===== src/rtl/rr_mux_nx1_if.sv =====
// Handshake bundle for rr_mux_nx1: N producer channels merged onto a single consumer.
// The slave modport is the mux side; the master modport is the producers/consumer side.
interface rr_mux_nx1_if #(
   parameter int N     = 8,
   parameter int WIDTH = 8
) ();
   localparam int SEL_W = (N > 1) ? $clog2(N) : 1;

   logic [N*WIDTH-1:0] in_data;
   logic [N-1:0]       in_valid;
   logic [N-1:0]       in_ready;
   logic [WIDTH-1:0]   out_data;
   logic [SEL_W-1:0]   out_sel;
   logic               out_valid;
   logic               out_ready;

   modport master (
      output in_data, in_valid, out_ready,
      input  in_ready, out_data, out_sel, out_valid
   );

   modport slave (
      input  in_data, in_valid, out_ready,
      output in_ready, out_data, out_sel, out_valid
   );
endinterface


===== src/rtl/rr_mux_nx1.sv =====
// Registered N-to-1 mux with per-channel valid/ready and round-robin arbitration.
// Define RR_MUX_FIXED_PRIO_EN for fixed lowest-index priority (no rotating pointer).
module rr_mux_nx1 #(
   parameter int N     = 8,
   parameter int WIDTH = 8
) (
   input  logic           clk,
   input  logic           rst_n,
   rr_mux_nx1_if.slave    bus
);
   localparam int SEL_W = (N > 1) ? $clog2(N) : 1;

   logic             load;
   logic             hi_any;
   logic             lo_any;
   logic [SEL_W-1:0] hi_idx;
   logic [SEL_W-1:0] lo_idx;
   logic             gnt_any;
   logic [SEL_W-1:0] gnt_idx;
   logic [WIDTH-1:0] gnt_data;

   logic [WIDTH-1:0] data_q;
   logic [SEL_W-1:0] sel_q;
   logic             valid_q;

`ifndef RR_MUX_FIXED_PRIO_EN
   logic [SEL_W-1:0] ptr;
`endif

   assign load = !valid_q || bus.out_ready;

   // Channels at or above ptr outrank those below it; descending scan leaves the lowest in each group.
   always_comb begin
      hi_any = 1'b0;
      lo_any = 1'b0;
      hi_idx = '0;
      lo_idx = '0;
      for (int i = N - 1; i >= 0; i--) begin
         if (bus.in_valid[i]) begin
`ifdef RR_MUX_FIXED_PRIO_EN
            hi_any = 1'b1;
            hi_idx = SEL_W'(i);
`else
            if (SEL_W'(i) >= ptr) begin
               hi_any = 1'b1;
               hi_idx = SEL_W'(i);
            end else begin
               lo_any = 1'b1;
               lo_idx = SEL_W'(i);
            end
`endif
         end
      end
      gnt_any = hi_any || lo_any;
      gnt_idx = hi_any ? hi_idx : lo_idx;
   end

   always_comb begin
      gnt_data     = '0;
      bus.in_ready = '0;
      for (int i = 0; i < N; i++) begin
         if (gnt_idx == SEL_W'(i)) begin
            gnt_data        = bus.in_data[i*WIDTH +: WIDTH];
            bus.in_ready[i] = load && gnt_any;
         end
      end
   end

   always_ff @(posedge clk or negedge rst_n) begin
      if (!rst_n) begin
         data_q  <= '0;
         sel_q   <= '0;
         valid_q <= 1'b0;
      end else if (load) begin
         if (gnt_any) begin
            data_q  <= gnt_data;
            sel_q   <= gnt_idx;
            valid_q <= 1'b1;
         end else begin
            valid_q <= 1'b0;
         end
      end
   end

`ifndef RR_MUX_FIXED_PRIO_EN
   always_ff @(posedge clk or negedge rst_n) begin
      if (!rst_n) begin
         ptr <= '0;
      end else if (load && gnt_any) begin
         ptr <= (gnt_idx == SEL_W'(N - 1)) ? '0 : gnt_idx + SEL_W'(1);
      end
   end
`endif

   assign bus.out_data  = data_q;
   assign bus.out_sel   = sel_q;
   assign bus.out_valid = valid_q;
endmodule


===== src/flat_wrapper.sv =====
// flat-port wrapper written by rule: the top's interface ports become plain ports
module rr_mux_nx1_flat 
#(
   parameter int N     = 8,
   parameter int WIDTH = 8
)
  (clk, rst_n, bus_in_data, bus_in_valid, bus_out_ready, bus_in_ready, bus_out_data, bus_out_sel, bus_out_valid);
  rr_mux_nx1_if #(.N(N), .WIDTH(WIDTH)) bus_i ();
  input  logic clk;
  input  logic rst_n;
  input wire logic [$bits(bus_i.in_data)-1:0] bus_in_data;
  input wire logic [$bits(bus_i.in_valid)-1:0] bus_in_valid;
  input wire logic [$bits(bus_i.out_ready)-1:0] bus_out_ready;
  output wire logic [$bits(bus_i.in_ready)-1:0] bus_in_ready;
  output wire logic [$bits(bus_i.out_data)-1:0] bus_out_data;
  output wire logic [$bits(bus_i.out_sel)-1:0] bus_out_sel;
  output wire logic [$bits(bus_i.out_valid)-1:0] bus_out_valid;
  assign bus_i.in_data = bus_in_data;
  assign bus_i.in_valid = bus_in_valid;
  assign bus_i.out_ready = bus_out_ready;
  assign bus_in_ready = bus_i.in_ready;
  assign bus_out_data = bus_i.out_data;
  assign bus_out_sel = bus_i.out_sel;
  assign bus_out_valid = bus_i.out_valid;
  rr_mux_nx1 #(.N(N), .WIDTH(WIDTH)) u_core (.clk(clk), .rst_n(rst_n), .bus(bus_i));
endmodule

===== config.mk =====
export PLATFORM = sky130hd
export DESIGN_NAME = rr_mux_nx1_flat
export DESIGN_NICKNAME = d
export VERILOG_FILES = /design/src/rtl/rr_mux_nx1_if.sv /design/src/rtl/rr_mux_nx1.sv /design/src/flat_wrapper.sv
export SDC_FILE = /design/constraint.sdc
export NUM_CORES = 1
export LEC_CHECK = 0
export CAP_MARGIN = 15
export CORE_MARGIN = 8
export CORE_UTILIZATION = 40
export DETAILED_ROUTE_END_ITERATION = 16
export PLACE_DENSITY = 0.8
export SETUP_SLACK_MARGIN = 0.02
export SLEW_MARGIN = 20
export SYNTH_ARGS = -nofsm -noshare
export SYNTH_HDL_FRONTEND = slang
export SYNTH_SLANG_ARGS = --single-unit

===== constraint.sdc =====
create_clock -name clk -period 8.95 [get_ports clk]
set_clock_uncertainty 0.2 [all_clocks]
set_input_delay 0.895 -clock clk [delete_from_list [all_inputs] [get_ports clk]]
set_output_delay 0.895 -clock clk [all_outputs]
set_load 0.05 [all_outputs]

==> results of run 1 <==
-- how the worst max path moves through the flow --
stage | start | endpoint | slack (ps) | cells past startpoint
2_1_floorplan | bus_in_valid[4] | bus_in_ready[2] | 4220 | 12
3_3_place_gp | bus_in_valid[2] | bus_in_ready[2] | 3310 | 11
6_report | bus_in_valid[2] | bus_in_ready[2] | 3150 | 11
3_5_place_dp | bus_in_valid[2] | bus_in_ready[6] | 3190 | 11
5_1_grt | bus_in_valid[2] | bus_in_ready[2] | 2820 | 11
4_1_cts | bus_in_valid[2] | bus_in_ready[2] | 3170 | 11
-- Yosys cell counts (7+ instances only) --
cell type / number
o32ai_1: 7
a221oi_1: 16
o21ai_0: 10
dfrtp_1: 15
clkbuf_1: 9
a211oi_1: 7
nor2_1: 23
nand3_1: 7
nor3_1: 11
nand2_1: 21
nand2b_1: 10
a21oi_1: 18
inv_1: 9
-- placed cells by master (no fill, tap or decap), drive strengths merged, types with 3 or more instances in the layout --
cell / count
o22ai: 5
a21oi: 19
o32ai: 7
o211ai: 3
dfrtp: 15
o2bb2ai: 3
and3: 6
nor2b: 6
nor2: 24
nand2: 22
clkbuf: 4
a211oi: 8
nor3: 11
nand3: 8
clkdlybuf4s50: 94
inv: 10
ha: 6
o21ai: 11
a221oi: 22
nand2b: 10
-- cells by family after synthesis --
kind of cell / after synthesis / synth area share, %
AOI/OAI and AO/OA: 94 / 41.73
adders and majority gates: 6 / 4.019
and+or+nand+nor: 92 / 24.52
DFF: 15 / 20.09
buffers and inverters: 33 / 9.041
muxes: 1 / 0.6028
-- worst max-delay path, delay by kind of cell --
kind                       cells  cell delay (ps)
buffers and inverters          4             2150
AOI/OAI and AO/OA              4              780
and+or+nand+nor                2              430
adders and majority gates      1              430
-- where the power goes --
part	total [mW]	switching [mW]	internal [mW]	leakage, nW
Combinational	0.763	0.474	0.289	0.839
Sequential	0.138	0.0376	0.101	0.175
Clock	0.0561	0.0245	0.0316	0.0228
Total	0.957	0.536	0.421	1.04
-- flip-flops by register name (all words and copies together), names as in the netlist --
signal and count:
u_core.bus.out_data 8, u_core.bus.out_sel 3, u_core.bus.out_valid 1, u_core.ptr 3
-- per-layer routing --
metal	up-vias	track usage [%]	wire (um)
met5	-	0	0
met4	0	3.549	76
met3	7	4.356	390
met2	82	30.78	3201
met1	1017	23.96	3024
li1	1075	-	-
-- cell type report --
| cell class | count | area, um^2 |
|---|---|---|
| Tap cell | 54 | 67.56 |
| Sequential cell | 15 | 375.4 |
| Multi-Input combinational cell | 193 | 1324 |
| Timing Repair Buffer | 96 | 955.9 |
| Clock buffer | 4 | 45.04 |
| Fill cell | 411 | 1789 |
| Inverter | 11 | 41.29 |
-- through the flow --
stage / instances / util, %
after global routing: 373 / 61.09
after CTS: 373 / 61.09
after detailed placement: 369 / 60.11
final: 373 / 61.09
after global placement: 369 / 60.11
after floorplan: 241 / -
==> summary.md, run 1 <==
| Metric | Value |
|---|---|
| CP max-delay cell | `clkdlybuf4s50_1` |
| Synth unique cells | `53` |
| Max clock buf depth | `2` |
| # setup viols final | `0` |
| Reg2reg setup slack | `between 4000 and 5000 ps` |
| Worst hold-check path type | `flop to flop` |
| Placer Congestion | `roughly 0.80` |
| IO Count | `between 90 and 100` |
| CTS buffer count | `3` |
| Post-Place Worst Slack | `between 3000 and 4000 ps` |
| Worst Tran Pin Value | `roughly 740 ps` |
| Final nets | `roughly 400` |
| Layout cells sized above 1 | `roughly 7.5%` |
| FF+latch count, synth | `15` |
| Pins Over Slew Limit | `0` |
| Total global routing overflow | `0` |
| Area leader, netlist | `dfrtp_1` |
| Critical R2R Capture | `u_core.bus.out_data[2]` |
| Area of the mapped netlist | `approximately 1900 um^2` |
| Hold-fix buffers at CTS | `0` |
| Period utilization | `between 60% and 70%` |
| N_diodes | `0` |
| Vias post-DR | `2181` |
| Largest net degree at the start of global routing | `29` |
| Post-CTS setup buffer count | `0` |
| Final ANT Viol Nets | `0` |
| Post-route cell area | `2809 um^2` |
| Worst IR Drop VDD | `139.3 uV` |
| H-tree depth | `1` |
| CP arrival | `roughly 4700 ps` |
| Most used DFF post-synth | `dfrtp_1` |
| RSZ-0062 raised after global routing | `no` |
| Post-synth EDFFs | `0` |
| Hold_ws | `approximately 280 ps` |
| Initial core utilization | `40.63%` |
| Port bufs | `94` |
| Final worst setup slack | `between 3000 and 4000 ps` |
| WL final | `between 6 and 7 mm` |
| Crit. End Element | `output pin` |
| Static Leak | `about 1.0 nW` |
| Yosys warns | `0` |
| Critical path required time | `roughly 8000 ps` |
| Hold Fails Final Rpt | `0` |
| Dpl hpwl | `around 5.2 mm` |
| First drt pass iteration count | `4` |
| Die span in y | `about 84 um` |
| Design Power | `around 960 uW` |
| CTS tree | `yes` |
| Clock tree sinks | `15` |
| Core area | `about 4600 um^2` |
| FF-to-FF path depth | `11` |
| Vias per Instance | `between 5 and 6` |
| Worst-path clk slew | `about 60 ps` |
| Syn Area/Cell | `slightly below 8 um^2` |
| Status | `finished clean` |
| Post-synthesis sequential area ratio | `between 20 and 25%` |
| Crit-path max cell delay | `840 ps` |
| Total die area | `7113 um^2` |
| Area grow syn2layout | `50.37%` |
| Top cells by area, synth | `dfrtp_1 20%, a221oi_1 7.5%, a21oi_1 4.8%` |
| FFs w/ async S/R, synth | `between 90% and 100%` |
| RR Startpoint | `u_core.ptr[1]` |
| Relative slew slack | `between 50% and 60%` |
| PwrDens | `~340 nW/um^2` |
| Post-CTS sizing | `0` |
| Crit path top cell by count | `clkdlybuf4s50_1` |
| CP Max Fanout | `18` |
| Horiz. Die Dim | `between 80 and 90 um` |
| Crit start category | `primary input` |
| Worst Hold End | `u_core.bus.out_sel[2]` |
| Min Tclk post-route | `between 5000 and 6000 ps` |
| Area after DPL | `approximately 2800 um^2` |
| Drt drc | `0` |
| Post-synthesis net count | `between 300 and 400` |
| Post-synth top area share | `20.09%` |
| CP cell instances | `clkdlybuf4s50_1, a21bo_1, a21oi_1, o21ai_0, nand3b_1, o211ai_1, inv_1, ha_1, clkinv_1, nor3_1, clkdlybuf4s50_1` |
| Post-Synthesis Cells | `approximately 240` |
| Initial antenna violation count | `0` |
| GRT Resource Usage Total | `18.59%` |
| Row cnt | `25` |
| Root buffer cell | `clkbuf_8` |
| HP Start | `u_core.bus.out_sel[2]` |
| Max-cap viol count | `0` |
| Post-DR wirelength/cell | `around 18 um` |
| First-pass GRT wire length | `11.16 mm` |
| Highest clock rate | `roughly 170 MHz` |
| Worst-skew pair later-pin latency | `approximately 250 ps` |
| Crit Path Class | `primary input to output pin` |
| Number of global-route vias before repair | `approximately 2200` |
| Hold depth | `2` |
| Initial detailed-routing violation count | `between 150 and 200` |
| Setup TNS | `0 ps` |
Note: power is estimated with default switching activity, not from simulation.
==> run 2, diff against run 1 <==
--- a/config.mk
+++ b/config.mk
@@ -7,9 +7,9 @@
 export LEC_CHECK = 0
 export CAP_MARGIN = 15
 export CORE_MARGIN = 8
-export CORE_UTILIZATION = 40
+export CORE_UTILIZATION = 37
 export DETAILED_ROUTE_END_ITERATION = 16
-export PLACE_DENSITY = 0.8
+export PLACE_DENSITY = 0.78
 export SETUP_SLACK_MARGIN = 0.02
 export SLEW_MARGIN = 20
 export SYNTH_ARGS = -nofsm -noshare
==> constraint.sdc (replaced) <==
create_clock -name clk -period 4.8 [get_ports clk]
set_clock_uncertainty 0.2 [all_clocks]
set_input_delay 0.48 -clock clk [delete_from_list [all_inputs] [get_ports clk]]
set_output_delay 0.48 -clock clk [all_outputs]
set_load 0.05 [all_outputs]
==> summary.md, run 2 (synthesis gave the netlist of run 1 again) <==
| Metric | Value |
|---|---|
| Placer Congestion | `0.8981 (was 0.8010)` |
| Flop pwr share | `14.4% (was 14.5%)` |
| Area grow syn2layout | `52.78% (was 50.37%)` |
| Period utilization | `88.80%` |
| Horiz. Die Dim | `87.06 um (was 84.34 um)` |
| First drt pass iteration count | `4 (unchanged)` |
| Initial core utilization | `37.53% (was 40.63%)` |
| Combinational share of power | `79.9% (was 79.7%)` |
| Number of flip-flops under the largest register name | `8 (unchanged)` |
| Number of global-route vias before repair | `2194 (was 2193)` |
| CTS buffer count | `3 (unchanged)` |
| Dpl hpwl | `5.329 mm (was 5.212 mm)` |
| N_diodes | `0 (unchanged)` |
| Setup TNS | `0 ps (unchanged)` |
| Worst-skew pair later-pin latency | `250 ps (about the same)` |
| Most frequent cells in the layout | `88 x clkdlybuf4s50_1, 23 x nor2_1, 21 x nand2_1, 18 x a21oi_1, 16 x a221oi_1 (was 94 x clkdlybuf4s50_1, 23 x nor2_1, 21 x nand2_1, 18 x a21oi_1, 16 x a221oi_1)` |
| Highest clock rate | `234.6 MHz` |
| Final ANT Viol Nets | `0 (unchanged)` |
| Max clock buf depth | `2 (unchanged)` |
| Pint | `802.2 uW (was 421.2 uW)` |
| Switch share | `55.79% (was 55.99%)` |
| Final nets | `403 (was 401)` |
| Fin util | `57.34% (was 61.09%)` |
| Initial antenna violation count | `0 (unchanged)` |
| Initial detailed-routing violation count | `128 (was 159)` |
| Fillers | `455 (was 411)` |
| Critical path required time | `4120 ps (was 7860 ps)` |
| Post-CTS sizing | `0 (unchanged)` |
| Worst hold-check path type | `flop to flop (unchanged)` |
| Crit. End Element | `output pin (unchanged)` |
| CP Max Fanout | `13 (was 18)` |
| Worst-path clk slew | `60 ps (about the same)` |
| IO Count | `95 (unchanged)` |
| PwrDens | `635.7 nW/um^2 (was 340.7 nW/um^2)` |
| Total global routing overflow | `0 (unchanged)` |
| Port bufs | `94 (unchanged)` |
| Total die area | `7579 um^2 (was 7113 um^2)` |
| # setup viols final | `0 (unchanged)` |
| Crit path top cell by count | `clkdlybuf4s50_1 (unchanged)` |
| H-tree depth | `1 (unchanged)` |
| Most common cell after layout, fill and taps aside | `clkdlybuf4s50_1 (unchanged)` |
| Vias post-DR | `2192 (was 2181)` |
| Worst IR Drop VDD | `238.6 uV (was 139.3 uV)` |
| Static Leak | `1.064 nW (was 1.038 nW)` |
| WL final | `6.877 mm (was 6.692 mm)` |
| Layout cells sized above 1 | `9.969% (was 7.524%)` |
| Crit Path Class | `primary input to output pin (unchanged)` |
| Pins Over Slew Limit | `0 (unchanged)` |
| Root buffer cell | `clkbuf_8 (unchanged)` |
| CP arrival | `3580 ps (was 4700 ps)` |
| First-pass GRT wire length | `10.98 mm (was 11.16 mm)` |
| CP cell instances | `clkdlybuf4s50_1, nor2b_1, a211oi_2, and2_4, nand3_1, o2bb2ai_2, inv_1, ha_1, and3_1, clkdlybuf4s50_1 (was clkdlybuf4s50_1, a21bo_1, a21oi_1, o21ai_0, nand3b_1, o211ai_1, inv_1, ha_1, clkinv_1, nor3_1, clkdlybuf4s50_1)` |
| Share of total power in the clock network | `5.8% (was 5.9%)` |
| CP max-delay cell | `clkdlybuf4s50_1 (unchanged)` |
| Post-Place Worst Slack | `567.1 ps (was 3188 ps)` |
| Min Tclk post-route | `roughly 4300 ps` |
| Die span in y | `87.06 um (was 84.34 um)` |
| RSZ-0062 raised after global routing | `no (unchanged)` |
| Vias per Instance | `5.606 (was 5.847)` |
| Design Power | `1.814 mW (was 957.0 uW)` |
| Hold Fails Final Rpt | `0 (unchanged)` |
| Post-CTS setup buffer count | `0 (unchanged)` |
| Drt drc | `0 (unchanged)` |
| Crit start category | `primary input (unchanged)` |
| Max-cap viol count | `0 (unchanged)` |
| Post-DR wirelength/cell | `17.59 um (was 17.94 um)` |
| Relative slew slack | `53.15% (was 50.83%)` |
| Core area | `4977 um^2 (was 4598 um^2)` |
| Worst Tran Pin Value | `700.6 ps (was 735.2 ps)` |
| Final worst setup slack | `537.7 ps (was 3153 ps)` |
| Hold-fix buffers at CTS | `0 (unchanged)` |
| Sw Pwr | `1.012 mW (was 535.8 uW)` |
| Status | `finished clean (unchanged)` |
| Largest net degree at the start of global routing | `24 (was 29)` |
| Clock tree sinks | `15 (unchanged)` |
| GRT Resource Usage Total | `18.02% (was 18.59%)` |
| Row cnt | `26 (was 25)` |
| Crit-path max cell delay | `700 ps (was 840 ps)` |
| CTS tree | `yes (unchanged)` |
## run 2: worst paths after layout
path | startpoint | end | slack, ps | cells past startpoint
max | bus_in_valid[4] | bus_in_ready[4] | 540 | 10
min | u_core.bus.out_sel[2] | u_core.bus.out_sel[2] | 290 | 2
max reg2reg | u_core.ptr[2] | u_core.bus.out_data[3] | 1020 | 12
min reg2reg | u_core.bus.out_sel[2] | u_core.bus.out_sel[2] | 290 | 2
max in group asynchronous | rst_n | u_core.bus.out_sel[2] | 3510 | 1
min in group asynchronous | rst_n | u_core.bus.out_data[3] | 450 | 1
## run 2: routing by layer
metal / vias up / share of wire [%] / track usage, %
met1: 999 / 40 / 22.80
met2: 107 / 48 / 29.70
met3: 8 / 11 / 4.811
met5: - / 0 / 0
li1: 1078 / - / -
met4: 0 / 1.5 / 3.756
## run 2: area by class of cell
class,instances,area (um^2),area share (%)
multi-input cells,193,1324,46.38
repair buffers,98,980.9,34.37
flip-flops and latches,15,375.4,13.15
well taps,70,87.58,3.069
clock buffers,4,45.04,1.578
inverters,11,41.29,1.447
## run 2: through the flow
stage / instance area [um^2] / std cells / hold WS [ps]
finish: 2854 / 391 / 287.9
global route: 2854 / 391 / 338.7
CTS: 2854 / 391 / 290.0
detailed placement: 2809 / 387 / 277.2
global placement: 2809 / 387 / 268.3
floorplan: 1868 / 241 / -15.59
## run 2: power by group through the flow
stage / combinational [mW] / clock [mW] / sequential, mW
global placement: 1.44 / 0 / 0.260
CTS: 1.45 / 0.106 / 0.259
finish: 1.45 / 0.105 / 0.261
global route: 1.58 / 0.111 / 0.273
floorplan: 0.926 / 0 / 0.395
detailed placement: 1.45 / 0 / 0.261
## run 2: worst max-delay path: cells and delay by family
family | cells | cell delay (ps)
buffers and inverters | 3 | 1330
AND/OR/NAND/NOR | 4 | 850
AO/OA/AOI/OAI | 2 | 560
adder cells (fa/ha/maj) | 1 | 350
